===== src/rtl/sv32_ptw_pkg.sv =====
// Shared types, constants and PTE address helper for the Sv32 page-table walker.
// tlb_update_t field order mirrors the TLB update port, MSB first.
package sv32_ptw_pkg;

  localparam int UPDATE_W   = 63;
  localparam int PAGE_SHIFT = 12;
  localparam int PTE_SIZE   = 4;
  localparam int PADDR_W    = 34;

  typedef struct packed {
    logic [11:0] ppn1;
    logic [9:0]  ppn0;
    logic [1:0]  rsw;
    logic        d;
    logic        a;
    logic        g;
    logic        u;
    logic        x;
    logic        w;
    logic        r;
    logic        v;
  } pte_t;

  typedef enum logic [2:0] {
    ST_IDLE,
    ST_L1_REQ,
    ST_L1_WAIT,
    ST_L0_REQ,
    ST_L0_WAIT,
    ST_EMIT,
    ST_FAULT,
    ST_DRAIN
  } ptw_state_e;

  typedef struct packed {
    logic        valid;
    logic        is_4m;
    logic [19:0] vpn;
    logic [8:0]  asid;
    logic [31:0] pte;
  } tlb_update_t;

  // Page base plus VPN slot offset; the low 12 bits of the base are zero, so no carry out.
  function automatic logic [PADDR_W-1:0] pte_addr(input logic [21:0] ppn, input logic [9:0] vpn);
    pte_addr = ({12'b0, ppn} << PAGE_SHIFT) + PADDR_W'(vpn) * PADDR_W'(PTE_SIZE);
  endfunction

endpackage


===== src/rtl/sv32_pte_decode.sv =====
// Combinational Sv32 PTE classifier (leaf / fault) for either walk level; zero latency.
// No handshake: consumed in the same cycle the PTE arrives.
module sv32_pte_decode
  import sv32_ptw_pkg::*;
(
  input  pte_t i_pte,
  input  logic i_level,
  output logic o_is_leaf,
  output logic o_is_fault
);

  logic w_leaf;
  logic w_unused;

  assign w_leaf    = i_pte.r | i_pte.x;
  assign o_is_leaf = w_leaf;
  assign w_unused  = ^{i_pte.ppn1, i_pte.rsw, i_pte.d, i_pte.a, i_pte.g, i_pte.u};

  // Level 1 leaves must be 4 MiB aligned; level 0 has no further table to point at.
  always_comb begin
    o_is_fault = 1'b0;
    if (!i_pte.v || (!i_pte.r && i_pte.w)) begin
      o_is_fault = 1'b1;
    end else if (i_level && w_leaf && (i_pte.ppn0 != '0)) begin
      o_is_fault = 1'b1;
    end else if (!i_level && !w_leaf) begin
      o_is_fault = 1'b1;
    end
  end

endmodule


===== src/rtl/sv32_ptw.sv =====
// Sv32 walker: miss in, one/two PTE reads, TLB update or fault pulse out (4M: N+3, 4K: N+5).
// Single outstanding read; request held until grant; miss_ready_o low for the whole walk.
module sv32_ptw
  import sv32_ptw_pkg::*;
#(
  parameter int ASID_WIDTH = 9
) (
  input  logic                  clk_i,
  input  logic                  rst_i,
  input  logic                  flush_i,
  input  logic                  miss_valid_i,
  output logic                  miss_ready_o,
  input  logic [31:0]           miss_vaddr_i,
  input  logic [ASID_WIDTH-1:0] miss_asid_i,
  input  logic [21:0]           satp_ppn_i,
  output logic                  mem_req_o,
  output logic [PADDR_W-1:0]    mem_addr_o,
  input  logic                  mem_gnt_i,
  input  logic                  mem_rvalid_i,
  input  logic [31:0]           mem_rdata_i,
  output logic [UPDATE_W-1:0]   update_o,
  output logic                  page_fault_o,
  output logic                  walk_active_o
);

  ptw_state_e         r_state;
  ptw_state_e         w_next_state;
  logic               r_alive;
  logic               r_mem_req;
  logic [PADDR_W-1:0] r_mem_addr;
  logic               r_is_4m;
  logic [19:0]        r_vpn;
  logic [8:0]         r_asid;
  logic [31:0]        r_pte;

  pte_t        w_pte;
  logic        w_level;
  logic        w_is_leaf;
  logic        w_is_fault;
  logic        w_accept;
  logic        w_unused_vaddr;
  tlb_update_t w_upd;

  assign w_pte          = pte_t'(mem_rdata_i);
  assign w_level        = (r_state == ST_L1_WAIT);
  assign w_unused_vaddr = ^miss_vaddr_i[11:0];

  sv32_pte_decode u_decode (
    .i_pte      (w_pte),
    .i_level    (w_level),
    .o_is_leaf  (w_is_leaf),
    .o_is_fault (w_is_fault)
  );

  // r_alive keeps ready low while reset is held and for the first edge after release.
  assign miss_ready_o = (r_state == ST_IDLE) && r_alive && !flush_i;
  assign w_accept     = miss_valid_i && miss_ready_o;
  assign mem_req_o    = r_mem_req;
  assign mem_addr_o   = r_mem_addr;

  always_ff @(posedge clk_i or posedge rst_i) begin
    if (rst_i) begin
      r_state <= ST_IDLE;
    end else begin
      r_state <= w_next_state;
    end
  end

  always_comb begin
    w_next_state  = r_state;
    w_upd         = '0;
    page_fault_o  = 1'b0;
    walk_active_o = (r_state != ST_IDLE);
    case (r_state)
      ST_IDLE: begin
        if (w_accept) w_next_state = ST_L1_REQ;
      end
      ST_L1_REQ, ST_L0_REQ: begin
        if (mem_gnt_i) begin
          if (flush_i)                    w_next_state = ST_DRAIN;
          else if (r_state == ST_L1_REQ)  w_next_state = ST_L1_WAIT;
          else                            w_next_state = ST_L0_WAIT;
        end else if (flush_i) begin
          w_next_state = ST_IDLE;
        end
      end
      ST_L1_WAIT, ST_L0_WAIT: begin
        // A flush coinciding with the response has nothing left to drain.
        if (mem_rvalid_i) begin
          if (flush_i)         w_next_state = ST_IDLE;
          else if (w_is_fault) w_next_state = ST_FAULT;
          else if (w_is_leaf)  w_next_state = ST_EMIT;
          else                 w_next_state = ST_L0_REQ;
        end else if (flush_i) begin
          w_next_state = ST_DRAIN;
        end
      end
      ST_EMIT: begin
        w_upd.valid  = 1'b1;
        w_upd.is_4m  = r_is_4m;
        w_upd.vpn    = r_vpn;
        w_upd.asid   = r_asid;
        w_upd.pte    = r_pte;
        w_next_state = ST_IDLE;
      end
      ST_FAULT: begin
        page_fault_o = 1'b1;
        w_next_state = ST_IDLE;
      end
      ST_DRAIN: begin
        if (mem_rvalid_i) w_next_state = ST_IDLE;
      end
      default: w_next_state = ST_IDLE;
    endcase
    update_o = w_upd;
  end

  always_ff @(posedge clk_i or posedge rst_i) begin
    if (rst_i) begin
      r_alive    <= 1'b0;
      r_mem_req  <= 1'b0;
      r_mem_addr <= '0;
      r_is_4m    <= 1'b0;
      r_vpn      <= '0;
      r_asid     <= '0;
      r_pte      <= '0;
    end else begin
      r_alive   <= 1'b1;
      r_mem_req <= (w_next_state == ST_L1_REQ) || (w_next_state == ST_L0_REQ);
      case (r_state)
        ST_IDLE: begin
          if (w_accept) begin
            r_vpn      <= miss_vaddr_i[31:12];
            r_asid     <= 9'(miss_asid_i);
            r_mem_addr <= pte_addr(satp_ppn_i, miss_vaddr_i[31:22]);
          end
        end
        ST_L1_WAIT, ST_L0_WAIT: begin
          if (mem_rvalid_i && !flush_i) begin
            r_pte   <= mem_rdata_i;
            r_is_4m <= (r_state == ST_L1_WAIT);
            if (w_next_state == ST_L0_REQ) begin
              r_mem_addr <= pte_addr(mem_rdata_i[31:10], r_vpn[9:0]);
            end
          end
        end
        default: ;
      endcase
    end
  end

endmodule


===== config.mk =====
export PLATFORM = sky130hd
export DESIGN_NAME = sv32_ptw
export DESIGN_NICKNAME = d
export VERILOG_FILES = /design/src/rtl/sv32_ptw_pkg.sv /design/src/rtl/sv32_pte_decode.sv /design/src/rtl/sv32_ptw.sv
export SDC_FILE = /design/constraint.sdc
export NUM_CORES = 1
export LEC_CHECK = 0
export CAP_MARGIN = 20
export CORE_AREA = 2 2 136 98
export CTS_CLUSTER_DIAMETER = 150
export CTS_CLUSTER_SIZE = 20
export DETAILED_ROUTE_END_ITERATION = 6
export DIE_AREA = 0 0 138 100
export HOLD_SLACK_MARGIN = 0.1
export PLACE_DENSITY = 0.73
export REMOVE_ABC_BUFFERS = 1
export SKIP_CTS_REPAIR_TIMING = 1
export SLEW_MARGIN = 20
export SYNTH_ARGS = -nofsm -noshare
export SYNTH_HDL_FRONTEND = slang
export SYNTH_SLANG_ARGS = --single-unit

===== constraint.sdc =====
create_clock -name clk_i -period 4.7 [get_ports clk_i]
set_input_delay 0.94 -clock clk_i [delete_from_list [all_inputs] [get_ports clk_i]]
set_output_delay 0.94 -clock clk_i [all_outputs]
set_load 0.03 [all_outputs]

==> flow_metrics.py <==
metrics = {
    "outcome": {
        "outcome": "finished, final reports clean",
    },
    "sta": {
        "tns_ns": 0,
        "worst_slew_pin_tran_ns": 1.09,
        "report.final.slew_viol_count": 0,
        "finalClockSkew_ns": 0.00521,
        "final_hold_viol_count": 0,
        "final.hold.worst_slack_ns": 0.465,
        "maxClockFrequency_mhz": 257,
        "timing.final.setup_violations": 0,
        "slew_headroom_pct": 27.3,
        "final_period_minus_worst_setup_slack_ns": 3.88,
        "rsz0062_at_grt": "false",
        "finalCritPeriodShare_pct": 82.6,
    },
    "critical_path": {
        "criticalPathCategory": "flop to output port",
        "reg2reg_depth": 4,
        "worstPathRequired_ns": 3.76,
        "cp_num_buf_inv": 3,
        "timing.critical_path.from": "r_state[0]$_DFF_PP0_",
        "timing.reg2reg.setup_slack_ns": 2.08,
        "crit_slowest_cell": "sky130_fd_sc_hd__clkdlybuf4s50_1",
        "r2r-end": "mem_addr_o[24]$_DFFE_PP0P_",
        "timing.critical_path.slowest_cell_delay_ns": 0.71,
        "critPathCaptureType": "output port",
        "cpLargestDelayFamily": "buffers and inverters",
        "path_cells": "inv_1 -> nor3b_4 -> buf_12 -> and2_1 -> clkdlybuf4s50_1",
        "cp_data_arrival_time_ns": 2.94,
        "crit_path_max_fanout": 49,
        "start_kind": "flop",
        "crit-reg2reg-launch": "r_state[1]$_DFF_PP0_",
    },
    "detailed_routing": {
        "antenna_left": 0,
        "drc": 0,
        "routed-via-count": 3616,
        "drt-pass1-iter-count": 4,
        "wl_per_cell_microns": 17.4,
        "total_detailed_routing_wirelength_microns": 13000,
        "avgViaCountPerCell": 4.84,
        "drt_first_iter_violations": 122,
    },
    "finish": {
        "finalNetCount": 677,
        "antenna_cells": 0,
        "fraction_of_layout_instances_using_a_drive_strength_above_1_pct": 24.4,
        "syn2layout_area_growth_pct": 46.9,
    },
    "synth": {
        "ys_ff_latch": 99,
        "post_synth.cell_area_avg_sq_um": 12.4,
        "cell_area_after_technology_mapping_sq_mm": 0.00492,
        "proportion_of_synthesized_chip_area_in_sequential_cells_pct": 50.4,
        "ys_async_sr_fraction_pct": 100,
        "synth_edf_count": 0,
        "synth.distinct_cells": 43,
        "yosys-top-cells-count": "sky130_fd_sc_hd__dfrtp_1 (99), sky130_fd_sc_hd__mux2_2 (81), sky130_fd_sc_hd__and2_1 (62)",
        "synth_flop_cell": "sky130_fd_sc_hd__dfrtp_1",
        "synth_most_common_cell": "sky130_fd_sc_hd__dfrtp_1",
        "synth.largest_area_cell": "sky130_fd_sc_hd__dfrtp_1",
        "warnings_synthesis": 0,
        "synth_top_cell_area_share_pct": 50.4,
        "synth.top_cells.by_area": "sky130_fd_sc_hd__dfrtp_1 (50%), sky130_fd_sc_hd__mux2_2 (19%), sky130_fd_sc_hd__mux2_4 (9.2%)",
        "synth_cells": 397,
    },
    "worst_hold_path": {
        "worst_hold_path.endpoint": "r_pte[12]$_DFFE_PP0P_",
        "hold_path.startpoint": "r_pte[12]$_DFFE_PP0P_",
        "timing.hold.worst.class": "flop to flop",
        "min_path_cells": 2,
    },
    "die": {
        "floorplan.die.height_microns": 100,
        "initial_utilization_pct": 38.7,
        "core_area_sq_mm": 0.0127,
        "floorplan.io_pins": 202,
        "rows": 35,
        "die_area_sq_mm": 0.0138,
        "die_width_microns": 138,
    },
    "global_route": {
        "grt_pass1_wl_microns": 20900,
        "antenna_violations_before_repair": 0,
        "gr-usage-all-layers_pct": 19.4,
        "grt_overflow": 0,
        "grt_pass1_vias": 3963,
        "grt_start_max_net_pins": 58,
    },
    "clocking": {
        "cts.sink_count": 99,
        "numCtsBuffers": 9,
        "clk_transition_reported_paths_ns": 0.07,
        "worstSkewPairLatency_ns": 0.34,
        "root_buffer": "sky130_fd_sc_hd__clkbuf_16",
        "cts_htree_levels": 3,
        "clock_tree_from_tritoncts": "built",
        "clock_path_buffers": 2,
    },
    "place": {
        "gp_congestion": 0.796,
        "hpwlAfterDp_microns": 9060,
        "port-buffer-count": 187,
    },
    "power_and_ir_drop": {
        "leakage_nw": 3.10,
        "cellPowerDensity_mw_per_mm2": 570,
        "max-vdd-ir-drop_uv": 427,
    },
    "run": {
        "drv.max_cap_violation_count": 0,
    },
}
==> registers in the layout (all words and copies together), names as in the netlist <==
signal,count
mem_req_o,1
mem_addr_o,32
r_asid,9
r_alive,1
r_pte,32
r_is_4m,1
r_vpn,20
r_state,3
==> metrics by stage <==
stage / setup WS (ns) / area, sq um / cells / power, mW / utilization (%)
floorplan: 0.382 / 4770 / 371 / 2.71 / -
global placement: 1.14 / 6950 / 731 / 3.38 / 54.7
detailed placement: 1.14 / 6950 / 731 / 3.45 / 54.7
CTS: 0.755 / 7230 / 747 / 4.18 / 56.9
global route: 0.609 / 7230 / 747 / 4.36 / 56.9
finish: 0.816 / 7230 / 747 / 4.12 / 56.9
==> tightest hold or removal path: stages, from the launching register on <==
cell	delay, ns
sky130_fd_sc_hd__dfrtp_1	0.33
sky130_fd_sc_hd__nand2_1	0.05
sky130_fd_sc_hd__nand2_1	0.05
==> routing by layer <==
metal	global-route usage, %	wire length, microns
met5	0	0
met4	6.12	146
met2	31.3	6000
met3	8.78	1180
met1	23.5	5710
==> final cells by class <==
cell class              instances  area (sq um)
repair buffers                194          1940
clock buffers                  12           246
clock inverters                 4          26.3
well taps                     166           208
fillers                      1030          5470
inverters                       3          13.8
flip-flops and latches         99          2480
multi-input cells             269          2320
==> power by group <==
group | internal (mW) | switching [mW]
sequential | 1.26 | 0.261
clock | 0.373 | 0.316
combinational | 1.00 | 0.905
==> cell families after synthesis <==
kind of cell	count (synthesis)	synth area share, %
AO/OA/AOI/OAI	20	2.80
XOR/XNOR	4	0.712
buffers and inverters	30	3.33
flip-flops	99	50.4
multiplexers	111	27.7
other	2	0.153
AND/OR/NAND/NOR	131	15.0
==> how the worst max path moves through the flow <==
stage,endpoint,slack (ns),cells after the start
after floorplan,mem_addr_o[10]$_DFFE_PP0P_,0.38,4
after global routing,update_o[26],0.61,5
after global placement,miss_ready_o,1.14,3
final,update_o[11],0.82,5
after detailed placement,miss_ready_o,1.14,3
after CTS,update_o[26],0.76,5
==> layout by cell type (no fill, tap or decap), types with 4 or more instances in the layout <==
cell,instances
sky130_fd_sc_hd__dfrtp_1,99
sky130_fd_sc_hd__mux2_4,30
sky130_fd_sc_hd__nand2_1,45
sky130_fd_sc_hd__clkdlybuf4s50_1,187
sky130_fd_sc_hd__buf_4,6
sky130_fd_sc_hd__and2_1,62
sky130_fd_sc_hd__clkbuf_16,9
sky130_fd_sc_hd__mux2_2,81
sky130_fd_sc_hd__o21ai_0,4
(Power assumes the default switching activity.)
